## src/rtl/seq_det_pkg.sv

```systemverilog
// seq_det_pkg: shared constants and sizing/clamp helpers for the serial pattern detector
package seq_det_pkg;
  localparam int DEF_LEN_C = 5;
  localparam logic [7:0] DEF_PATTERN_C = 8'b10010;
  function automatic int len_w(input int max_len);
    return $clog2(max_len + 1);
  endfunction
  function automatic int clamp_len(input int len, input int max_len);
    return len > max_len ? max_len : len;
  endfunction
endpackage

```

## src/rtl/seq_detector_param_if.sv

```systemverilog
// seq_detector_param_if: configuration, stream and status signals of the pattern detector
interface seq_detector_param_if import seq_det_pkg::*; #(
  parameter int MAX_LEN = 8,
  parameter int CNT_W = 8
);
  localparam int LEN_W = len_w(MAX_LEN);
  logic cfg_load;
  logic [MAX_LEN-1:0] cfg_pattern;
  logic [LEN_W-1:0] cfg_len;
  logic cfg_overlap;
  logic cnt_clr;
  logic in_valid;
  logic a;
  logic z;
  logic [CNT_W-1:0] match_cnt;
  logic [LEN_W-1:0] cstate;
  logic cfg_err;
  modport master(
    output cfg_load, cfg_pattern, cfg_len, cfg_overlap, cnt_clr, in_valid, a,
    input z, match_cnt, cstate, cfg_err
  );
  modport slave(
    input cfg_load, cfg_pattern, cfg_len, cfg_overlap, cnt_clr, in_valid, a,
    output z, match_cnt, cstate, cfg_err
  );
endinterface

```

## src/rtl/seq_window_cmp.sv

```systemverilog
// seq_window_cmp: finds which pattern prefixes end the stored history; pre_o means one more correct bit completes a match
module seq_window_cmp import seq_det_pkg::*; #(
  parameter int MAX_LEN = 8,
  parameter int LEN_W = len_w(MAX_LEN)
) (
  input  logic [MAX_LEN-2:0] hist_i,
  input  logic [LEN_W-1:0]   fill_i,
  input  logic [LEN_W-1:0]   len_i,
  input  logic [MAX_LEN-1:0] pattern_i,
  output logic               pre_o,
  output logic [LEN_W-1:0]   prog_o
);
  logic [MAX_LEN-1:0] m;
  assign m[0] = 1'b1;
  // m[k]: newest k history bits equal the first k pattern bits (pattern[len-1 -: k])
  for (genvar k = 1; k < MAX_LEN; k++) begin : g_k
    localparam logic [MAX_LEN-1:0] MSK = MAX_LEN'((1 << k) - 1);
    assign m[k] = (LEN_W'(k) <= fill_i) &&
                  ((((pattern_i >> (len_i - LEN_W'(k))) ^ {1'b0, hist_i}) & MSK) == '0);
  end
  always_comb begin
    pre_o = 1'b0;
    prog_o = '0;
    for (int i = 0; i < MAX_LEN; i++) begin
      if (m[i] && LEN_W'(i) < len_i) prog_o = LEN_W'(i);
      if (LEN_W'(i + 1) == len_i) pre_o = m[i];
    end
  end
endmodule

```

## src/rtl/seq_detector_param.sv

```systemverilog
// seq_detector_param: run-time programmable serial pattern detector with match pulse, saturating count and progress
module seq_detector_param import seq_det_pkg::*; #(
  parameter int MAX_LEN = 8,
  parameter int CNT_W = 8,
  parameter logic [MAX_LEN-1:0] DEF_PATTERN = MAX_LEN'(DEF_PATTERN_C),
  parameter int DEF_LEN = DEF_LEN_C,
  parameter bit DEF_OVERLAP = 1'b1
) (
  input logic clk,
  input logic rst,
  seq_detector_param_if.slave s
);
  localparam int LEN_W = len_w(MAX_LEN);
  logic [MAX_LEN-1:0] pat_q, pat_d;
  logic [LEN_W-1:0] len_q, len_d, fill_q, fill_d, prog;
  logic ovl_q, ovl_d, z_q, z_d, err_q, err_d, pre, hit;
  logic [MAX_LEN-2:0] hist_q, hist_d;
  logic [CNT_W-1:0] cnt_q, cnt_d;
  seq_window_cmp #(.MAX_LEN(MAX_LEN), .LEN_W(LEN_W)) u_cmp (
    .hist_i(hist_q),
    .fill_i(fill_q),
    .len_i(len_q),
    .pattern_i(pat_q),
    .pre_o(pre),
    .prog_o(prog)
  );
  // a match completes when the stored prefix of length len-1 is followed by the last pattern bit
  assign hit = s.in_valid && !s.cfg_load && pre && (s.a == pat_q[0]);
  always_comb begin
    pat_d = pat_q;
    len_d = len_q;
    ovl_d = ovl_q;
    hist_d = hist_q;
    fill_d = fill_q;
    err_d = err_q;
    z_d = hit;
    cnt_d = s.cnt_clr ? CNT_W'(hit) : cnt_q + CNT_W'(hit && cnt_q != '1);
    if (s.cfg_load) begin
      pat_d = s.cfg_pattern;
      len_d = LEN_W'(clamp_len(int'(s.cfg_len), MAX_LEN));
      ovl_d = s.cfg_overlap;
      hist_d = '0;
      fill_d = '0;
      err_d = s.cfg_len == '0 || int'(s.cfg_len) > MAX_LEN;
    end else if (s.in_valid) begin
      hist_d = (MAX_LEN-1)'({hist_q, s.a});
      fill_d = (hit && !ovl_q) ? '0 : fill_q == LEN_W'(MAX_LEN) ? fill_q : fill_q + LEN_W'(1);
    end
  end
  always_ff @(posedge clk) begin
    if (rst) begin
      pat_q <= DEF_PATTERN;
      len_q <= LEN_W'(DEF_LEN);
      ovl_q <= DEF_OVERLAP;
      hist_q <= '0;
      fill_q <= '0;
      z_q <= 1'b0;
      cnt_q <= '0;
      err_q <= 1'b0;
    end else begin
      pat_q <= pat_d;
      len_q <= len_d;
      ovl_q <= ovl_d;
      hist_q <= hist_d;
      fill_q <= fill_d;
      z_q <= z_d;
      cnt_q <= cnt_d;
      err_q <= err_d;
    end
  end
  assign s.z = z_q;
  assign s.match_cnt = cnt_q;
  assign s.cstate = prog;
  assign s.cfg_err = err_q;
endmodule

```

## src/flat_wrapper.sv

```systemverilog
// flat-port wrapper written by rule: the top's interface ports become plain ports
module seq_detector_param_flat import seq_det_pkg::*;
#(
  parameter int MAX_LEN = 8,
  parameter int CNT_W = 8,
  parameter logic [MAX_LEN-1:0] DEF_PATTERN = MAX_LEN'(DEF_PATTERN_C),
  parameter int DEF_LEN = DEF_LEN_C,
  parameter bit DEF_OVERLAP = 1'b1
)
  (clk, rst, s_cfg_load, s_cfg_pattern, s_cfg_len, s_cfg_overlap, s_cnt_clr, s_in_valid, s_a, s_z, s_match_cnt, s_cstate, s_cfg_err);
  seq_detector_param_if #(.MAX_LEN(MAX_LEN), .CNT_W(CNT_W)) s_i ();
  input logic clk;
  input logic rst;
  input wire logic [$bits(s_i.cfg_load)-1:0] s_cfg_load;
  input wire logic [$bits(s_i.cfg_pattern)-1:0] s_cfg_pattern;
  input wire logic [$bits(s_i.cfg_len)-1:0] s_cfg_len;
  input wire logic [$bits(s_i.cfg_overlap)-1:0] s_cfg_overlap;
  input wire logic [$bits(s_i.cnt_clr)-1:0] s_cnt_clr;
  input wire logic [$bits(s_i.in_valid)-1:0] s_in_valid;
  input wire logic [$bits(s_i.a)-1:0] s_a;
  output wire logic [$bits(s_i.z)-1:0] s_z;
  output wire logic [$bits(s_i.match_cnt)-1:0] s_match_cnt;
  output wire logic [$bits(s_i.cstate)-1:0] s_cstate;
  output wire logic [$bits(s_i.cfg_err)-1:0] s_cfg_err;
  assign s_i.cfg_load = s_cfg_load;
  assign s_i.cfg_pattern = s_cfg_pattern;
  assign s_i.cfg_len = s_cfg_len;
  assign s_i.cfg_overlap = s_cfg_overlap;
  assign s_i.cnt_clr = s_cnt_clr;
  assign s_i.in_valid = s_in_valid;
  assign s_i.a = s_a;
  assign s_z = s_i.z;
  assign s_match_cnt = s_i.match_cnt;
  assign s_cstate = s_i.cstate;
  assign s_cfg_err = s_i.cfg_err;
  seq_detector_param #(.MAX_LEN(MAX_LEN), .CNT_W(CNT_W), .DEF_PATTERN(DEF_PATTERN), .DEF_LEN(DEF_LEN), .DEF_OVERLAP(DEF_OVERLAP)) u_core (.clk(clk), .rst(rst), .s(s_i));
endmodule
```

## config.mk

```make
export PLATFORM = sky130hd
export DESIGN_NAME = seq_detector_param_flat
export DESIGN_NICKNAME = d
export VERILOG_FILES = /design/src/rtl/seq_det_pkg.sv /design/src/rtl/seq_detector_param_if.sv /design/src/rtl/seq_window_cmp.sv /design/src/rtl/seq_detector_param.sv /design/src/flat_wrapper.sv
export SDC_FILE = /design/constraint.sdc
export NUM_CORES = 1
export LEC_CHECK = 0
export CAP_MARGIN = 20
export CORE_ASPECT_RATIO = 2
export CORE_MARGIN = 10
export CORE_UTILIZATION = 45
export CTS_CLUSTER_DIAMETER = 40
export DETAILED_ROUTE_END_ITERATION = 8
export GPL_ROUTABILITY_DRIVEN = 0
export MAX_ROUTING_LAYER = met4
export PLACE_DENSITY_LB_ADDON = 0.08
export SYNTH_ARGS = -nofsm -noshare
export SYNTH_HDL_FRONTEND = slang
export SYNTH_SLANG_ARGS = --single-unit
```

## constraint.sdc

```tcl
create_clock -name clk -period 6.2 [get_ports clk]
set_input_delay 0.62 -clock clk [delete_from_list [all_inputs] [get_ports clk]]
set_output_delay 0.62 -clock clk [all_outputs]
set_load 0.02 [all_outputs]
```

### Yosys cells after proc, flatten, opt, wreduce, memory -nomap -nowiden

Cells that the tools add are included.

| operators by class | value |
|---|---|
| add/subtract/negate cells | 9 |
| multiply operators | 0 |
| divide/modulo/power cells | 0 |
| order comparisons | 15 |
| equality and inequality tests | 12 |
| shift-type cells | 7 |
| mux-type cells | 19 |
| bitwise logic cells | 7 |
| reduce and logical (&&, ||, !) cells | 33 |

Operators with widths:

| kind | count |
|---|---|
| 8-bit logical NOT | 7 |
| 4-bit two-way mux | 5 |
| 1-bit logical AND | 19 |
| 3-bit by 4-bit equality test with 1-bit output, first input constant | 4 |
| 3-bit by 4-bit <= comparator with 1-bit output, first input constant | 4 |
| 3-bit by 4-bit < comparator with 1-bit output, first input constant | 4 |
| 4-bit by 3-bit subtractor with 4-bit output, second input constant | 4 |
| 1-bit two-way mux | 10 |
| 8-bit by 1-bit adder with 8-bit output | 1 |
| 2-bit by 4-bit equality test with 1-bit output, first input constant | 2 |
| 2-bit by 4-bit <= comparator with 1-bit output, first input constant | 2 |
| 2-bit by 4-bit < comparator with 1-bit output, first input constant | 2 |
| 8-bit inequality test, second input constant | 1 |
| 8-bit by 4-bit >> shifter with 1-bit output | 1 |
| 8-bit by 4-bit >> shifter with 2-bit output | 1 |
| 8-bit by 4-bit >> shifter with 3-bit output | 1 |
| 8-bit by 4-bit >> shifter with 4-bit output | 1 |
| 8-bit by 4-bit >> shifter with 5-bit output | 1 |
| 8-bit by 4-bit >> shifter with 6-bit output | 1 |
| 8-bit by 4-bit >> shifter with 7-bit output | 1 |
| 4-bit by 2-bit subtractor with 4-bit output, second input constant | 2 |
| 7-bit bitwise XOR | 1 |
| 3-bit two-way mux | 2 |
| 6-bit bitwise XOR | 1 |
| other kinds (21) | 24 |

| storage, ports and cells | value |
|---|---|
| register bits | 34 |
| bits in latches | 0 |
| RAM bits | 0 |
| bits in read-only memories | 0 |
| bits of input ports | 19 |
| output and inout bits | 14 |
| word-level logic and storage cells | 111 |
| memories | 0 |

### Logic depth before layout (Yosys ltp)

Gate-level depths: netlist (run 1).

| logic depth | value |
|---|---|
| depth after elaboration | 17 |
| mapped depth | 19 |
| gate-level depth less buffers | 16 |

### Modules after synthesis

A second synthesis (run 1) with hierarchy kept.

| second synthesis, totals | value |
|---|---|
| cell total of the unflattened synthesis | 431 |
| area total of the unflattened synthesis | 3616.0 um2 |

Modules (own cells, without submodules):

| module | instances | cells an instance | area an instance (um2) | seq. area each (um2) |
|---|---|---|---|---|
| seq_window_cmp | 1 | 286 | 2245.9 | 0.0 |
| seq_detector_param | 1 | 145 | 1370.1 | 680.7 |

### Least setup slack after synthesis (run 1)

No wires, ideal clock.

| timing path | value |
|---|---|
| path kind | register to register |
| start point | register u_core.len_q[1] |
| end point | register u_core.cnt_q[5] (netlist: u_core.s.match_cnt[5]) |
| library setup time | 0.070 ns |
| data arrival time | 3.886 ns |
| data required time | 6.130 ns |
| setup slack | 2.244 ns |
| cell stages (with the launch flop) | 17 |
| path buffers | 2 |
| clock period less this slack | 3.956 ns |
| cell sequence | dfxtp_1 > buf_2 > inv_1 > ha_1 > buf_6 > mux4_2 > a41oi_1 > nand3_1 > or3_4 > o221ai_2 > a31oi_2 > nor2_1 > o21a_1 > ha_1 > nand3_1 > or3_1 > a21oi_1 |

| on the way | value |
|---|---|
| cells in the longest elaborated chain, start to end | 16 |
| elaborated cells between the ends (all ways) | 55 |
| those cells by class | add/sub (8); eq/ne (8); shift (7); mux (8); bitwise (7); reduce/logical (17) |

RTL lines:

| what | RTL line | RTL |
|---|---|---|
| from (decl) | seq_detector_param.sv:15 | `logic [LEN_W-1:0] len_q, len_d, fill_q, fill_d, prog;` |
| from (signal assigned) | seq_detector_param.sv:53 | `len_q <= LEN_W'(DEF_LEN);` |
| from (signal assigned) | seq_detector_param.sv:62 | `len_q <= len_d;` |
| 4-bit by 1-bit subtractor with 4-bit output | seq_window_cmp.sv:19 | `((((pattern_i >> (len_i - LEN_W'(k))) ^ {1'b0, hist_i}) & MSK) == '0);` |
| 8-bit by 4-bit >> shifter with 1-bit output | seq_window_cmp.sv:19 |  |
| 1-bit bitwise XOR | seq_window_cmp.sv:19 |  |
| 8-bit logical NOT | seq_window_cmp.sv:19 |  |
| 1-bit logical AND | seq_window_cmp.sv:18 | `assign m[k] = (LEN_W'(k) <= fill_i) &&` |
| 1-bit two-way mux (6 in a row) | seq_window_cmp.sv:26 | `if (LEN_W'(i + 1) == len_i) pre_o = m[i];` |
| 1-bit two-way mux (*) | seq_window_cmp.sv:26 |  |
| 1-bit logical AND (*) (2 in a row) | seq_detector_param.sv:28 | `assign hit = s.in_valid && !s.cfg_load && pre && (s.a == pat_q[0]);` |
| 1-bit logical AND (*) | seq_detector_param.sv:37 | `cnt_d = s.cnt_clr ? CNT_W'(hit) : cnt_q + CNT_W'(hit && cnt_q != '1);` |
| 8-bit by 1-bit adder with 8-bit output (*) | seq_detector_param.sv:37 |  |
| to (signal assigned) | seq_detector_param.sv:67 | `cnt_q <= cnt_d;` |
| to (decl) | seq_detector_param.sv:18 | `logic [CNT_W-1:0] cnt_q, cnt_d;` |

Mark *: on every way between the ends. The rest lies on a longest branch, timed or not.
A chain may end at the register's enable or synchronous reset.

### Worst setup path after layout (run 1)

| timing path | value |
|---|---|
| start point | register u_core.len_q[3] |
| end point | output port s_cstate[0] |

| on the way | value |
|---|---|
| cells in the longest elaborated chain, start to end | 13 |
| elaborated cells between the ends (all ways) | 56 |
| those cells by class | add/sub (7); order compare (7); shift (7); mux (7); bitwise (7); reduce/logical (21) |

RTL lines:

| what | RTL line | RTL |
|---|---|---|
| 4-bit by 1-bit subtractor with 4-bit output | seq_window_cmp.sv:19 |  |
| 8-bit by 4-bit >> shifter with 1-bit output | seq_window_cmp.sv:19 |  |
| 1-bit bitwise XOR | seq_window_cmp.sv:19 |  |
| 8-bit logical NOT | seq_window_cmp.sv:19 |  |
| 1-bit logical AND | seq_window_cmp.sv:18 |  |
| 1-bit logical AND | seq_window_cmp.sv:25 | `if (m[i] && LEN_W'(i) < len_i) prog_o = LEN_W'(i);` |
| 1-bit two-way mux | seq_window_cmp.sv:25 |  |
| 2-bit two-way mux (2 in a row) | seq_window_cmp.sv:25 |  |
| 3-bit two-way mux (2 in a row) | seq_window_cmp.sv:25 |  |
| 4-bit two-way mux | seq_window_cmp.sv:25 |  |
| 4-bit two-way mux (*) | seq_window_cmp.sv:25 |  |
| to (decl) | flat_wrapper.sv:23 | `output wire logic [$bits(s_i.cstate)-1:0] s_cstate;` |

Marks and branches as above.

==> flow_summary.toml, run 1 <==
[status]
status = "completed"

[routing]
routedWlPerCell_um = 21.2
drt_iter0_markers = 245
remaining_drc_errors = 0
ant_nets = 0
num_vias = 3568
top_layer = "met4"
drt-vias-per-instance = 6.41
routed-wl-met2_um = 6080
wl_met1_um = 4230
met3_length_um = 612
firstDrtPassIters = 5
totalWireLength_um = 11800

[clock_tree]
cts_setup_buffers = 0
cts.sinks = 34
cts_buffers = 5
holdBufCountCts = 0
htree_levels = 2
cts_resized = 0
cts_tree = "yes"
cts_root_buf = "clkbuf_16"
clockBufferDepth = 2
clk-insertion-delay-late_ns = 0.29
path_clk_slew_ns = 0.05

[timing]
final_max_slew_viol_count = 0
finClkSkew_ns = 0.00550
finalHoldViolCount = 0
period_minus_slack_ns = 4.99
relSlewSlack_pct = 26.5
setup_violations = 0
worst_pin_slew_ns = 1.08
rsz0062_at_grt = "false"
finalCritPeriodShare_pct = 80.6
max_freq_mhz = 200
finalSetupTns_ns = 0

[grt]
grt_remaining_overflow = 0
gr-usage-all-layers_pct = 19.5
grt_pass1_vias = 3583
antenna_found_initial = 0
grt_pass1_wl_um = 19200
grt_max_degree = 52

[logic_synthesis]
yosys_register_bits = 34
synth_ff_type = "dfxtp_1"
synth_edf_count = 0
syn_area_um2 = 3660
ys_async_sr_fraction_pct = 0
synth-seq-area-share_pct = 18.6
syn_inst = 452
avgSynthCellArea_um2 = 8.10
yosysTopAreaCellShare_pct = 18.6
synth_warnings = 0
syn-num-nets = 488
yosys.area.top_type = "dfxtp_1"
ys_types = 70
netlist_top_cells_area = "dfxtp_1, mux2i_1, ha_1, xnor2_1, mux4_2"

[worst_setup_path]
start_kind = "flip-flop"
r2r_start = "u_core.len_q[3]"
worstSetupPathType = "reg -> out"
required_ns = 5.58
arrival_ns = 4.37
r2r_slack_ns = 1.60
reg2reg_depth = 13
cp_max_fo = 12
rr_endpoint = "u_core.s.match_cnt[7]"
critPathCaptureType = "primary output"

[cells_and_area]
final_common_cell = "nor2_1"
drive_gt1_share_pct = 9.11
area_growth_pct = 12.1
fin_nets = 496
layout_common_cells = "nor2_1, nand2_1, mux2i_1"
fillers = 797
utilization_pct = 51.7
antenna_cells = 0

[floorplanning]
chipWidth_um = 83.8
die_area_um2 = 12400
die_h_um = 148
io_pins = 33
start_util_pct = 46.1
core-area_um2 = 7940
rows = 46

[power]
seq_power_share_pct = 33.5
switching_share_pct = 33.7
p_per_area_nw_per_um2 = 179
leakagePower_nw = 1.55
power_switching_uw = 247
ir_drop_v = 0.000194
intPower_uw = 487
combPwrFrac_pct = 32.1
pwr-share-clk_pct = 34.4

[worst_hold_path]
whs_endpoint = "u_core.s.cfg_err"
hold_class = "reg -> reg"
hp-start = "u_core.s.cfg_err"
hold_path_depth = 2

[placed_design]
place.detailed.hpwl_um = 8930
numPortBuffers = 31

[run]
drv_cap = 0
## stage by stage
stage / area, um2 / std cells / worst slack (ns) / total power [mW] / hold slack [ns]
after CTS: 4110 / 557 / 1.25 / 0.736 / 0.498
after detailed placement: 3960 / 549 / 1.58 / 0.482 / 0.488
after floorplan: 3660 / 452 / 2.24 / 0.420 / 0.493
after global routing: 4110 / 557 / 0.934 / 0.771 / 0.536
final: 4110 / 557 / 1.21 / 0.734 / 0.490
after global placement: 3960 / 549 / 1.55 / 0.479 / 0.472
## layout make-up
type                    instances  area (um2)  share of cell area, %
multi-input cells             364        2730                   66.5
flip-flops and latches         34         682                   16.6
repair buffers                 37         355                   8.65
clock buffers                   6         139                   3.38
well taps                      96         120                   2.93
inverters                      18        67.6                   1.65
clock inverters                 2        12.5                  0.305
## flip-flops by register name, indices dropped and copies added (netlist names)
name and cells:
u_core.hist_q 7, u_core.fill_q 4, u_core.s.z 1, u_core.s.cfg_err 1, u_core.ovl_q 1, u_core.s.match_cnt 8, u_core.len_q 4, u_core.pat_q 8
## per-layer routing
layer / GRT usage [%] / up-vias
li1: - / 1664
met5: - / -
met3: 2.70 / 59
met1: 19.2 / 1681
met4: 14.1 / 0
met2: 33.9 / 164
## cell families after synthesis
logic type / Yosys count / share of synthesized area (%)
XOR/XNOR: 35 / 8.78
AND/OR/NAND/NOR: 160 / 22.1
other: 1 / 0.102
multiplexers: 50 / 17.5
adder cells (fa/ha/maj): 17 / 5.81
buffers and inverters: 54 / 6.87
AO/OA/AOI/OAI: 101 / 20.3
flip-flops: 34 / 18.6
## worst max-delay path by stage
stage,to,slack (ns),from,cells after the start
6_report,s_cstate[0],1.21,u_core.len_q[3],10
5_1_grt,s_cstate[0],0.93,u_core.len_q[2],13
4_1_cts,s_cstate[0],1.25,u_core.len_q[2],13
3_5_place_dp,s_cstate[0],1.58,u_core.len_q[3],10
3_3_place_gp,s_cstate[0],1.55,u_core.len_q[3],10
2_1_floorplan,u_core.s.match_cnt[5],2.24,u_core.len_q[1],16
## cells in the mapped netlist (11+ instances only)
| cell | count |
|---|---|
| nand3_1 | 13 |
| o21ai_0 | 12 |
| a21oi_1 | 23 |
| nor3_1 | 11 |
| xnor2_1 | 23 |
| ha_1 | 17 |
| nand2_1 | 34 |
| mux2i_1 | 34 |
| nor2_1 | 43 |
| inv_1 | 17 |
| dfxtp_1 | 34 |
| clkbuf_1 | 16 |
## critical path, cell delays in order (launching register included)
cell and delay [ns]:
dfxtp_1 0.77, clkinv_1 0.49, ha_1 0.52, o211ai_1 0.23, xor2_1 0.19, o2111ai_1 0.16
or4b_2 0.72, o21ai_0 0.11, a21oi_1 0.08, or2_2 0.26, clkdlybuf4s50_1 0.54
## power by group through the flow
stage,clock [mW],combinational (mW),sequential (mW)
3_3_place_gp,0,0.230,0.249
5_1_grt,0.268,0.257,0.247
3_5_place_dp,0,0.232,0.250
6_report,0.252,0.236,0.246
2_1_floorplan,0,0.183,0.238
4_1_cts,0.258,0.233,0.245
Power figures use the tool's default switching activity.
==> run 2: changes to the inputs <==
clock period = 5.11 ns   (was 6.2 ns; I/O delays follow)
==> run 2 against run 1 <==
Routed wire length rose by 1.5%. Die area did not move. Final cell count rose by 1.3%. Non-clock buffer count up 8. First-iteration DRC count grew 29%. Sequential cell count unchanged. Clock skew shrank 0.00052 ns. Via count grew 0.34%. Sequential share of layout area fell by 0.34 points. Total power up 29%. Critical path type unchanged.
==> flow_summary.toml, run 2 (synthesis gave the netlist of run 1 again) <==
[power]
leakagePower_nw = 1.60
switching_share_pct = 32.0
power_switching_uw = 303
p_per_area_nw_per_um2 = 226
intPower_uw = 645
ir_drop_v = 0.000268
combPwrFrac_pct = 31.9
seq_power_share_pct = 30.8
pwr-share-clk_pct = 37.2

[timing]
finalSetupTns_ns = 0
finClkSkew_ns = 0.00497
finalHoldViolCount = 0
max_freq_mhz = 214
worst_pin_slew_ns = 0.838
relSlewSlack_pct = 42.7
finalCritPeriodShare_pct = 91.3
setup_violations = 0
final_max_slew_viol_count = 0
period_minus_slack_ns = 4.66
rsz0062_at_grt = "false"

[clock_tree]
clk-insertion-delay-late_ns = 0.28
holdBufCountCts = 0
htree_levels = 2
cts_resized = 0
cts_tree = "yes"
path_clk_slew_ns = 0.05
clockBufferDepth = 2
cts_root_buf = "clkbuf_16"
cts_buffers = 5
cts_setup_buffers = 0
cts.sinks = 34

[cells_and_area]
final_common_cell = "nor2_1"
area_growth_pct = 14.5
layout_common_cells = "nor2_1, nand2_1, mux2i_1"
utilization_pct = 52.8
fillers = 772
drive_gt1_share_pct = 10.7
fin_nets = 504
antenna_cells = 0

[floorplanning]
start_util_pct = 46.1
core-area_um2 = 7940
die_area_um2 = 12400
io_pins = 33
die_h_um = 148
rows = 46
chipWidth_um = 83.8

[routing]
totalWireLength_um = 12000
firstDrtPassIters = 5
drt-vias-per-instance = 6.35
num_vias = 3580
ant_nets = 0
remaining_drc_errors = 0
drt_iter0_markers = 316
routedWlPerCell_um = 21.2

[grt]
grt_pass1_wl_um = 19000
grt_max_degree = 31
gr-usage-all-layers_pct = 19.3
grt_remaining_overflow = 0
antenna_found_initial = 0
grt_pass1_vias = 3674

[worst_hold_path]
hold_class = "reg -> reg"

[worst_setup_path]
arrival_ns = 4.15
start_kind = "flip-flop"
worstSetupPathType = "reg -> out"
critPathCaptureType = "primary output"
cp_max_fo = 24
required_ns = 4.60

[status]
status = "completed"

[placed_design]
numPortBuffers = 31
place.detailed.hpwl_um = 9260

[run]
drv_cap = 0
-- run 2: changes by cell type in the layout (fill, tap and decap cells not counted) --
cell,before,now
xnor2_1,23,22
xnor2_2,1,2
clkinvlp_4,1,0
bufinv_16,0,1
clkinv_2,1,0
buf_4,6,14
-- run 2: cell type report --
type / instances / area, um2 / area share [%]
multi-input cells: 364 / 2740 / 65.3
flip-flops and latches: 34 / 682 / 16.3
repair buffers: 45 / 415 / 9.91
clock buffers: 6 / 139 / 3.31
well taps: 96 / 120 / 2.87
inverters: 18 / 67.6 / 1.61
clock inverters: 1 / 30.0 / 0.716
-- run 2: worst paths after layout --
check	start	end	slack, ns	cells after the start
worst max-delay path	u_core.len_q[1]	s_cstate[0]	0.45	12
worst min-delay path	u_core.s.cfg_err	u_core.s.cfg_err	0.49	2
worst max register to register	u_core.len_q[1]	u_core.s.match_cnt[5]	0.79	15
worst min register to register	u_core.s.cfg_err	u_core.s.cfg_err	0.49	2
-- run 2: stage by stage --
| stage | cell area [um2] | total power [mW] | setup slack (ns) | instances | hold WS (ns) |
|---|---|---|---|---|---|
| floorplan | 3660 | 0.510 | 1.15 | 452 | 0.493 |
| global placement | 4020 | 0.591 | 0.550 | 557 | 0.471 |
| detailed placement | 4020 | 0.594 | 0.594 | 557 | 0.491 |
| CTS | 4180 | 0.949 | 0.280 | 564 | 0.498 |
| global route | 4190 | 0.988 | 0.218 | 564 | 0.514 |
| finish | 4190 | 0.948 | 0.446 | 564 | 0.492 |
-- run 2: metal layers --
metal / GRT usage, % / vias up / share of wire, %
li1: - / 1675 / -
met1: 18.0 / 1701 / 35
met2: 34.5 / 142 / 53
met3: 2.48 / 62 / 3.8
met4: 15.2 / 0 / 8.0
met5: - / - / 0
-- run 2: worst max-delay path: stages, from the launching register on --
cell and delay, ns:
dfxtp_1 0.32, buf_4 0.31, mux2i_1 0.25, o22a_1 0.32, a2111oi_0 0.78, mux2i_1 0.38
o2111ai_1 0.19, nand2_1 0.17, a21oi_1 0.10, o21ai_0 0.15, a21oi_1 0.08, or2_2 0.27
clkdlybuf4s50_1 0.54
-- run 2: power groups by stage --
stage	clock network, mW	registers [mW]	logic (mW)
3_5_place_dp	0	0.297	0.297
4_1_cts	0.359	0.291	0.299
6_report	0.353	0.292	0.303
2_1_floorplan	0	0.288	0.221
3_3_place_gp	0	0.296	0.295
5_1_grt	0.370	0.293	0.325
